--- config.mk ---
export PLATFORM = sky130hd
export DESIGN_NAME = dma_multi_channel_ctrl
export DESIGN_NICKNAME = d
export VERILOG_FILES = /design/src/rtl/dma_multi_channel_ctrl.sv
export SDC_FILE = /design/constraint.sdc
export NUM_CORES = 1
export LEC_CHECK = 0
export ABC_AREA = 1
export CAP_MARGIN = 20
export CORE_AREA = 2 2 179 181
export CTS_CLUSTER_SIZE = 25
export DETAILED_ROUTE_END_ITERATION = 10
export DIE_AREA = 0 0 181 183
export DONT_BUFFER_PORTS = 1
export SETUP_SLACK_MARGIN = 0.2
export SLEW_MARGIN = 0
export SYNTH_ARGS = -nofsm -noshare
export SYNTH_HDL_FRONTEND = slang
export SYNTH_SLANG_ARGS = --single-unit
export TNS_END_PERCENT = 10
--- constraint.sdc ---
create_clock -name clk -period 2.7 [get_ports clk]
set_clock_uncertainty 0.15 [all_clocks]
set_input_delay 0.81 -clock clk [delete_from_list [all_inputs] [get_ports clk]]
set_output_delay 0.81 -clock clk [all_outputs]
set_load 0.03 [all_outputs]
--- src/rtl/dma_multi_channel_ctrl.sv ---
// N-channel round-robin DMA controller writing peripheral words into data memory.
// Owns the memory port; passes the CPU through only while idle, stalling it during a grant.
module dma_multi_channel_ctrl #(
  parameter int N_CH      = 4,
  parameter int DATA_W    = 32,
  parameter int ADDR_W    = 32,
  parameter int MAX_BURST = 4,
  localparam int CH_W     = $clog2(N_CH)
) (
  input  logic                     clk,
  input  logic                     rst,
  input  logic                     cpu_mem_rd,
  input  logic                     cpu_mem_wr,
  input  logic [ADDR_W-1:0]        cpu_addr,
  input  logic [DATA_W-1:0]        cpu_wdata,
  output logic [DATA_W-1:0]        cpu_rdata,
  output logic                     cpu_stall,
  input  logic [N_CH-1:0]          ch_valid,
  output logic [N_CH-1:0]          ch_ready,
  input  logic [N_CH*ADDR_W-1:0]   ch_addr,
  input  logic [N_CH*DATA_W-1:0]   ch_data,
  output logic                     mem_rd,
  output logic                     mem_wr,
  output logic [ADDR_W-1:0]        mem_addr,
  output logic [DATA_W-1:0]        mem_wdata,
  input  logic [DATA_W-1:0]        mem_rdata,
  output logic                     busy,
  output logic [CH_W-1:0]          active_ch
);

  localparam logic [1:0] IDLE     = 2'd0;
  localparam logic [1:0] HANDOVER = 2'd1;
  localparam logic [1:0] XFER     = 2'd2;
  localparam logic [1:0] RELEASE  = 2'd3;

  localparam logic [CH_W-1:0] LAST_CH  = CH_W'(N_CH - 1);
  localparam logic [3:0]      BURST_LEN = 4'(MAX_BURST);

  logic [1:0]        state_q, state_d;
  logic [CH_W-1:0]   rr_ptr_q, rr_ptr_d;
  logic [CH_W-1:0]   active_ch_q, active_ch_d;
  logic [3:0]        beat_cnt_q, beat_cnt_d;
  logic              grant_vld_q, grant_vld_d;

  logic              grant_found;
  logic [CH_W-1:0]   grant_ch;
  logic [CH_W-1:0]   idx_c;
  int                idx;
  logic              act_vld;
  logic [ADDR_W-1:0] sel_addr;
  logic [DATA_W-1:0] sel_data;

  // Round-robin search starting at rr_ptr; wrap by compare so N_CH need not be a power of 2.
  always_comb begin
    grant_found = 1'b0;
    grant_ch    = '0;
    idx         = 0;
    idx_c       = '0;
    for (int i = 0; i < N_CH; i++) begin
      idx = int'(rr_ptr_q) + i;
      if (idx >= N_CH) idx = idx - N_CH;
      idx_c = idx[CH_W-1:0];
      if (!grant_found && ch_valid[idx_c]) begin
        grant_found = 1'b1;
        grant_ch    = idx_c;
      end
    end
  end

  always_comb begin
    sel_addr = '0;
    sel_data = '0;
    for (int i = 0; i < N_CH; i++) begin
      if (CH_W'(i) == active_ch_q) begin
        sel_addr = ch_addr[i*ADDR_W +: ADDR_W];
        sel_data = ch_data[i*DATA_W +: DATA_W];
      end
    end
  end

  assign act_vld = ch_valid[active_ch_q];

  always_comb begin
    state_d     = state_q;
    rr_ptr_d    = rr_ptr_q;
    active_ch_d = active_ch_q;
    beat_cnt_d  = beat_cnt_q;
    grant_vld_d = grant_vld_q;
    case (state_q)
      IDLE: begin
        if (|ch_valid) state_d = HANDOVER;
      end
      HANDOVER: begin
        grant_vld_d = grant_found;
        beat_cnt_d  = '0;
        if (grant_found) begin
          active_ch_d = grant_ch;
          state_d     = XFER;
        end else begin
          state_d = RELEASE;
        end
      end
      XFER: begin
        if (!act_vld) begin
          state_d = RELEASE;
        end else begin
          beat_cnt_d = beat_cnt_q + 4'd1;
          if (beat_cnt_q + 4'd1 == BURST_LEN) state_d = RELEASE;
        end
      end
      default: begin
        // A withdrawn request leaves the rotation where it was.
        if (grant_vld_q) rr_ptr_d = (active_ch_q == LAST_CH) ? '0 : active_ch_q + 1'b1;
        grant_vld_d = 1'b0;
        state_d     = IDLE;
      end
    endcase
  end

  always_ff @(posedge clk or posedge rst) begin
    if (rst) begin
      state_q     <= IDLE;
      rr_ptr_q    <= '0;
      active_ch_q <= '0;
      beat_cnt_q  <= '0;
      grant_vld_q <= 1'b0;
    end else begin
      state_q     <= state_d;
      rr_ptr_q    <= rr_ptr_d;
      active_ch_q <= active_ch_d;
      beat_cnt_q  <= beat_cnt_d;
      grant_vld_q <= grant_vld_d;
    end
  end

  always_comb begin
    mem_rd    = 1'b0;
    mem_wr    = 1'b0;
    mem_addr  = '0;
    mem_wdata = '0;
    ch_ready  = '0;
    if (state_q == IDLE) begin
      mem_rd    = cpu_mem_rd;
      mem_wr    = cpu_mem_wr;
      mem_addr  = cpu_addr;
      mem_wdata = cpu_wdata;
    end else if (state_q == XFER) begin
      ch_ready[active_ch_q] = 1'b1;
      mem_wr    = act_vld;
      mem_addr  = sel_addr;
      mem_wdata = sel_data;
    end
  end

  assign cpu_stall = (state_q != IDLE);
  assign busy      = (state_q != IDLE);
  assign active_ch = active_ch_q;
  assign cpu_rdata = mem_rdata;

endmodule
; Yosys cells after proc, flatten, opt, wreduce, memory -nomap -nowiden
; Index checks and enable logic that the tools add are counted.
; Widths: inputs -> output; s select.
[op_classes]
addsub = 9
bitwise = 1
mux = 50
magnitude_cmp = 10
reduce_logical = 18
n_eq_ne = 10
[op_table]
columns = operator, count
row1 = $mux 32, 12
row2 = $mux 2, 12
row3 = $lt 2x3->1 const B, 5
row4 = $mux 1, 14
row5 = $mux 4, 3
row6 = $bmux 1 s2, 5
row7 = $ge 3x3->1 const B, 3
row8 = $pmux 4 s2, 1
row9 = $reduce_and 2->1, 4
row10 = $sub 2x1->2 const B, 4
row11 = $add 2x2->3 const B, 2
row12 = $pmux 2 s3, 1
row13 = $add 4x1->4 const B, 1
row14 = $eq 2x2->1 const A, 2
row15 = $eq 2x2->1 const B, 2
row16 = $eq 4x3->1 const B, 1
row17 = $logic_and 1x1->1, 4
row18 = $logic_not 2->1, 2
row19 = $ne 2x2->1 const B, 2
row20 = $reduce_bool 2->1, 2
row21 = $reduce_or 4->1, 1
row22 = $add 2x1->3 const B, 1
row23 = $ge 2x3->1 const B, 1
row24 = $logic_not 1->1, 3
row25 = other kinds (10), 10
[totals]
elab_cells = 103
output_inout_bits = 106
register_bits = 11
input_bits = 360

; Logic depth before layout (Yosys ltp)
[depth]
depth_word = 16
depth_mapped = 10
ltp_nobuf = 10

; Worst setup path after synthesis
; No wires, ideal clock.
[synth_path]
path_type = reg2out
from = register active_ch_q[0], in the netlist active_ch[0]
to = output port mem_addr[12]
n_path_buf = 2
path_slack_ns = -0.289
path_stages_with_launch = 8
t_arrival_ns = 2.029
path_cell_list = dfrtp_1 inv_1 ha_1 buf_4 inv_1 clkbuf_1 o21ai_0 o211ai_1
[synth_via]
elab_chain_cells = 7
[synth_rtl]
columns = item, line_no
row1 = from (decl), 41  ; logic [CH_W-1:0] active_ch_q, active_ch_d;
row2 = from (signal assigned), 130  ; active_ch_q <= active_ch_d;
row3 = $logic_not 2->1, 74  ; if (CH_W'(i) == active_ch_q) begin
row4 = $mux 32 (3 in a row), 74
row5 = $mux 32 (*), 74
row6 = $mux 32 (*), 147  ; end else if (state_q == XFER) begin
row7 = $mux 32 (*), 142  ; if (state_q == IDLE) begin
row8 = to (decl), 24  ; output logic [ADDR_W-1:0] mem_addr,
; Mark *: on every way between the ends. The rest lies on a longest branch, timed or not.

; Worst setup path after layout
[layout_path]
from = register active_ch_q[0], in the netlist active_ch[0]
to = output port mem_wdata[27]
[layout_via]
elab_chain_cells = 7
[layout_rtl]
columns = item, line_no
row1 = $logic_not 2->1, 74
row2 = $mux 32 (3 in a row), 74
row3 = $mux 32 (*), 74
row4 = $mux 32 (*), 147
row5 = $mux 32 (*), 142
row6 = to (decl), 25  ; output logic [DATA_W-1:0] mem_wdata,
; Marks and branches as above.

==> flow_summary.json <==
{
  "syn-cell-area_sq_um": 3547,
  "nFillCells": 3507,
  "syn_inst": 630,
  "rsz0062_at_grt": "yes",
  "dp_cells": 1040,
  "synth_area_leaders": "nand2_1 21%, o211ai_1 14%, a22oi_1 11%",
  "cts_tree": "built",
  "p_leak_nw": 2.123,
  "ys_seq_area_share_pct": 7.760,
  "gp_congestion": 0.8346,
  "clk_latency_ns": 0.24,
  "dp_hpwl_um": 16630,
  "start_util_pct": 11.36,
  "synth_cell_types": 25,
  "drtAntennaViolNets": 0,
  "max_stage_delay_ns": 0.45,
  "vdd_drop_max_mv": 0.5728,
  "via_count": 5058,
  "hold_slack_ns": 0.3149,
  "cts_buffers": 3,
  "critical_path_required_ns": 1.74,
  "die_area_sq_um": 33120,
  "cts_root_buf": "clkbuf_16",
  "ys_ff_latch": 11,
  "layout_min_cycle_time_ns": 3.033,
  "stdcell_count": 1059,
  "crit_fanout": 6,
  "num_rows": 65,
  "io_buffers": 0,
  "multi_input_area_sq_um": 2845,
  "worst_pin_slew_ns": 0.5317,
  "drc": 0,
  "violations": "setup timing",
  "hold_viol_final": 0,
  "grt_max_degree": 46,
  "worst-setup-path-type": "reg -> out",
  "area_growth_pct": 51.04,
  "drt-vias-per-instance": 4.776,
  "synth_top_cell_area_share_pct": 21.06,
  "slew_viol_final": 0,
  "clockBufferDepth": 2,
  "utilization_pct": 17.16,
  "start_kind": "flop",
  "worstPathCellList": "inv_4 > ha_4 > inv_4 > nor2_4 > buf_6 > buf_12 > clkbuf_16 > a22oi_1 > o21ai_1 > o211ai_1 > nand2_1 > buf_12",
  "setup_violations": 65,
  "grt_pass1_vias": 4631,
  "seq_area_sq_um": 279.0,
  "nNetsFinal": 1026,
  "crit_start": "active_ch[0]$_DFFE_PP0P_",
  "layout-drive-gt1-share_pct": 25.91,
  "grt_usage_pct": 11.75,
  "wl_per_cell_um": 20.94,
  "die_h_um": 183,
  "drv_cap": 0,
  "cp_slowest_cell": "dfrtp_2",
  "drt_first_pass_iters": 6,
  "core-area_sq_um": 31230,
  "grt_pass1_wl_um": 29150,
  "cts_num_sinks": 11,
  "die_x_um": 181,
  "drt_iter0_markers": 503,
  "pin_count": 466,
  "yosysTopAreaCell": "nand2_1",
  "critPathTopFamily": "buffers and inverters",
  "arrival_ns": 2.07,
  "pre_cts_slack_ns": -0.1896,
  "layout_commonest_cell": "nand2_1",
  "period_share_pct": 112.3,
  "tns_ns": -15.12,
  "syn-num-nets": 999,
  "final_cell_mix": "178 x nand2_1, 65 x a21oi_1, 64 x o211ai_1",
  "cts.clk_slew.worst_paths_ns": 0.05,
  "power_density_nw_per_um2": 1672,
  "setup_slack_ns": -0.3332,
  "syn_area_per_cell_sq_um": 5.630,
  "min_path_type": "in -> async",
  "slew-limit-headroom_pct": 64.18,
  "end_kind": "output port",
  "r2r-start": "active_ch[0]$_DFFE_PP0P_",
  "grt_overflow": 0,
  "wl_um": 22180,
  "ys_warn_count": 0,
  "critPathBufInv": 6,
  "fmax_mhz": 329.7,
  "htreeDepth": 1,
  "status": "complete, but fails checks",
  "antenna_found_initial": 1
}
-- registers in the layout (all words and copies together), names as in the netlist --
name and count:
state_q 2, active_ch 2, grant_vld_q 1, beat_cnt_q 4, rr_ptr_q 2
-- timing repair --
item / in CTS / in global routing
setup buffers: 8 / 3
hold buffers: 0 / 0
cloned: 2 / 1
gates resized for setup: 22 / 41
endpoints found under the hold margin: 0 / 0
pin swaps: 11 / 17
endpoints found under the setup margin: 71 / 70
-- report_power, final --
part	switching, mW	internal [mW]
Clock	0.0732	0.198
Combinational	4.88	3.47
Sequential	0.0937	0.242
Total	5.05	3.91
-- metal layers --
metal | global-route usage (%) | wire length (um) | up-vias
met1 | 14.43 | 8355 | 2309
met2 | 19.75 | 10600 | 445
met4 | 3.154 | 590 | 0
li1 | - | - | 2245
met5 | 0 | 0 | -
met3 | 3.813 | 2633 | 59
-- logic make-up (layout without fill, tap and decap cells) --
family	count (synthesis)	in the layout	synth area share [%]
and+or+nand+nor	231	231	25.47
muxes	1	1	0.3174
buffers and inverters	114	140	17.42
AOI/OAI and AO/OA	262	262	45.36
xor gates and xnor gates	2	2	0.4939
DFF	11	11	7.760
adders and majority gates	9	9	3.175
other	0	1	0
-- metrics by stage --
step	area [sq um]	power [mW]
global route	5358	9.506
detailed placement	4893	7.898
CTS	5182	8.658
finish	5358	8.960
global placement	4893	7.780
floorplan	3611	4.819
-- synth_stat cells --
cell type and count:
a21oi_1 68, a22oi_1 54, buf_1 4, buf_2 23
buf_4 41, buf_6 1, clkbuf_1 19, dfrtp_1 11
ha_1 9, inv_1 25, inv_2 1, mux2_2 1
nand2_1 199, nand2_2 2, nand3_1 13, nand4_1 2
nor2_1 13, nor2_4 1, o211ai_1 64, o21ai_0 21
o21ai_1 53, o22ai_1 2, or2_0 1, xnor2_1 1
xor2_1 1
-- cell type report --
type                            instances  share of cell area [%]
Multi-Input combinational cell        505                   53.11
Timing Repair Buffer                  110                   28.75
Tap cell                              402                   9.388
Sequential cell                        11                   5.208
Inverter                               26                   2.032
Clock buffer                            4                   1.471
Antenna cell                            1                 0.04671
-- path summary, 6_finish.rpt --
path / endpoint / slack, ns / cells after the start
max: mem_wdata[27] / -0.33 / 12
min: beat_cnt_q[1]$_DFFE_PP0P_ / 0.31 / 1
max reg2reg: beat_cnt_q[1]$_DFFE_PP0P_ / 0.83 / 9
min reg2reg: beat_cnt_q[0]$_DFFE_PP0P_ / 0.35 / 1
max in group asynchronous: active_ch[0]$_DFFE_PP0P_ / 1.74 / 1
min in group clk: beat_cnt_q[0]$_DFFE_PP0P_ / 0.35 / 1
No activity file was read; power rests on OpenSTA's default activity.
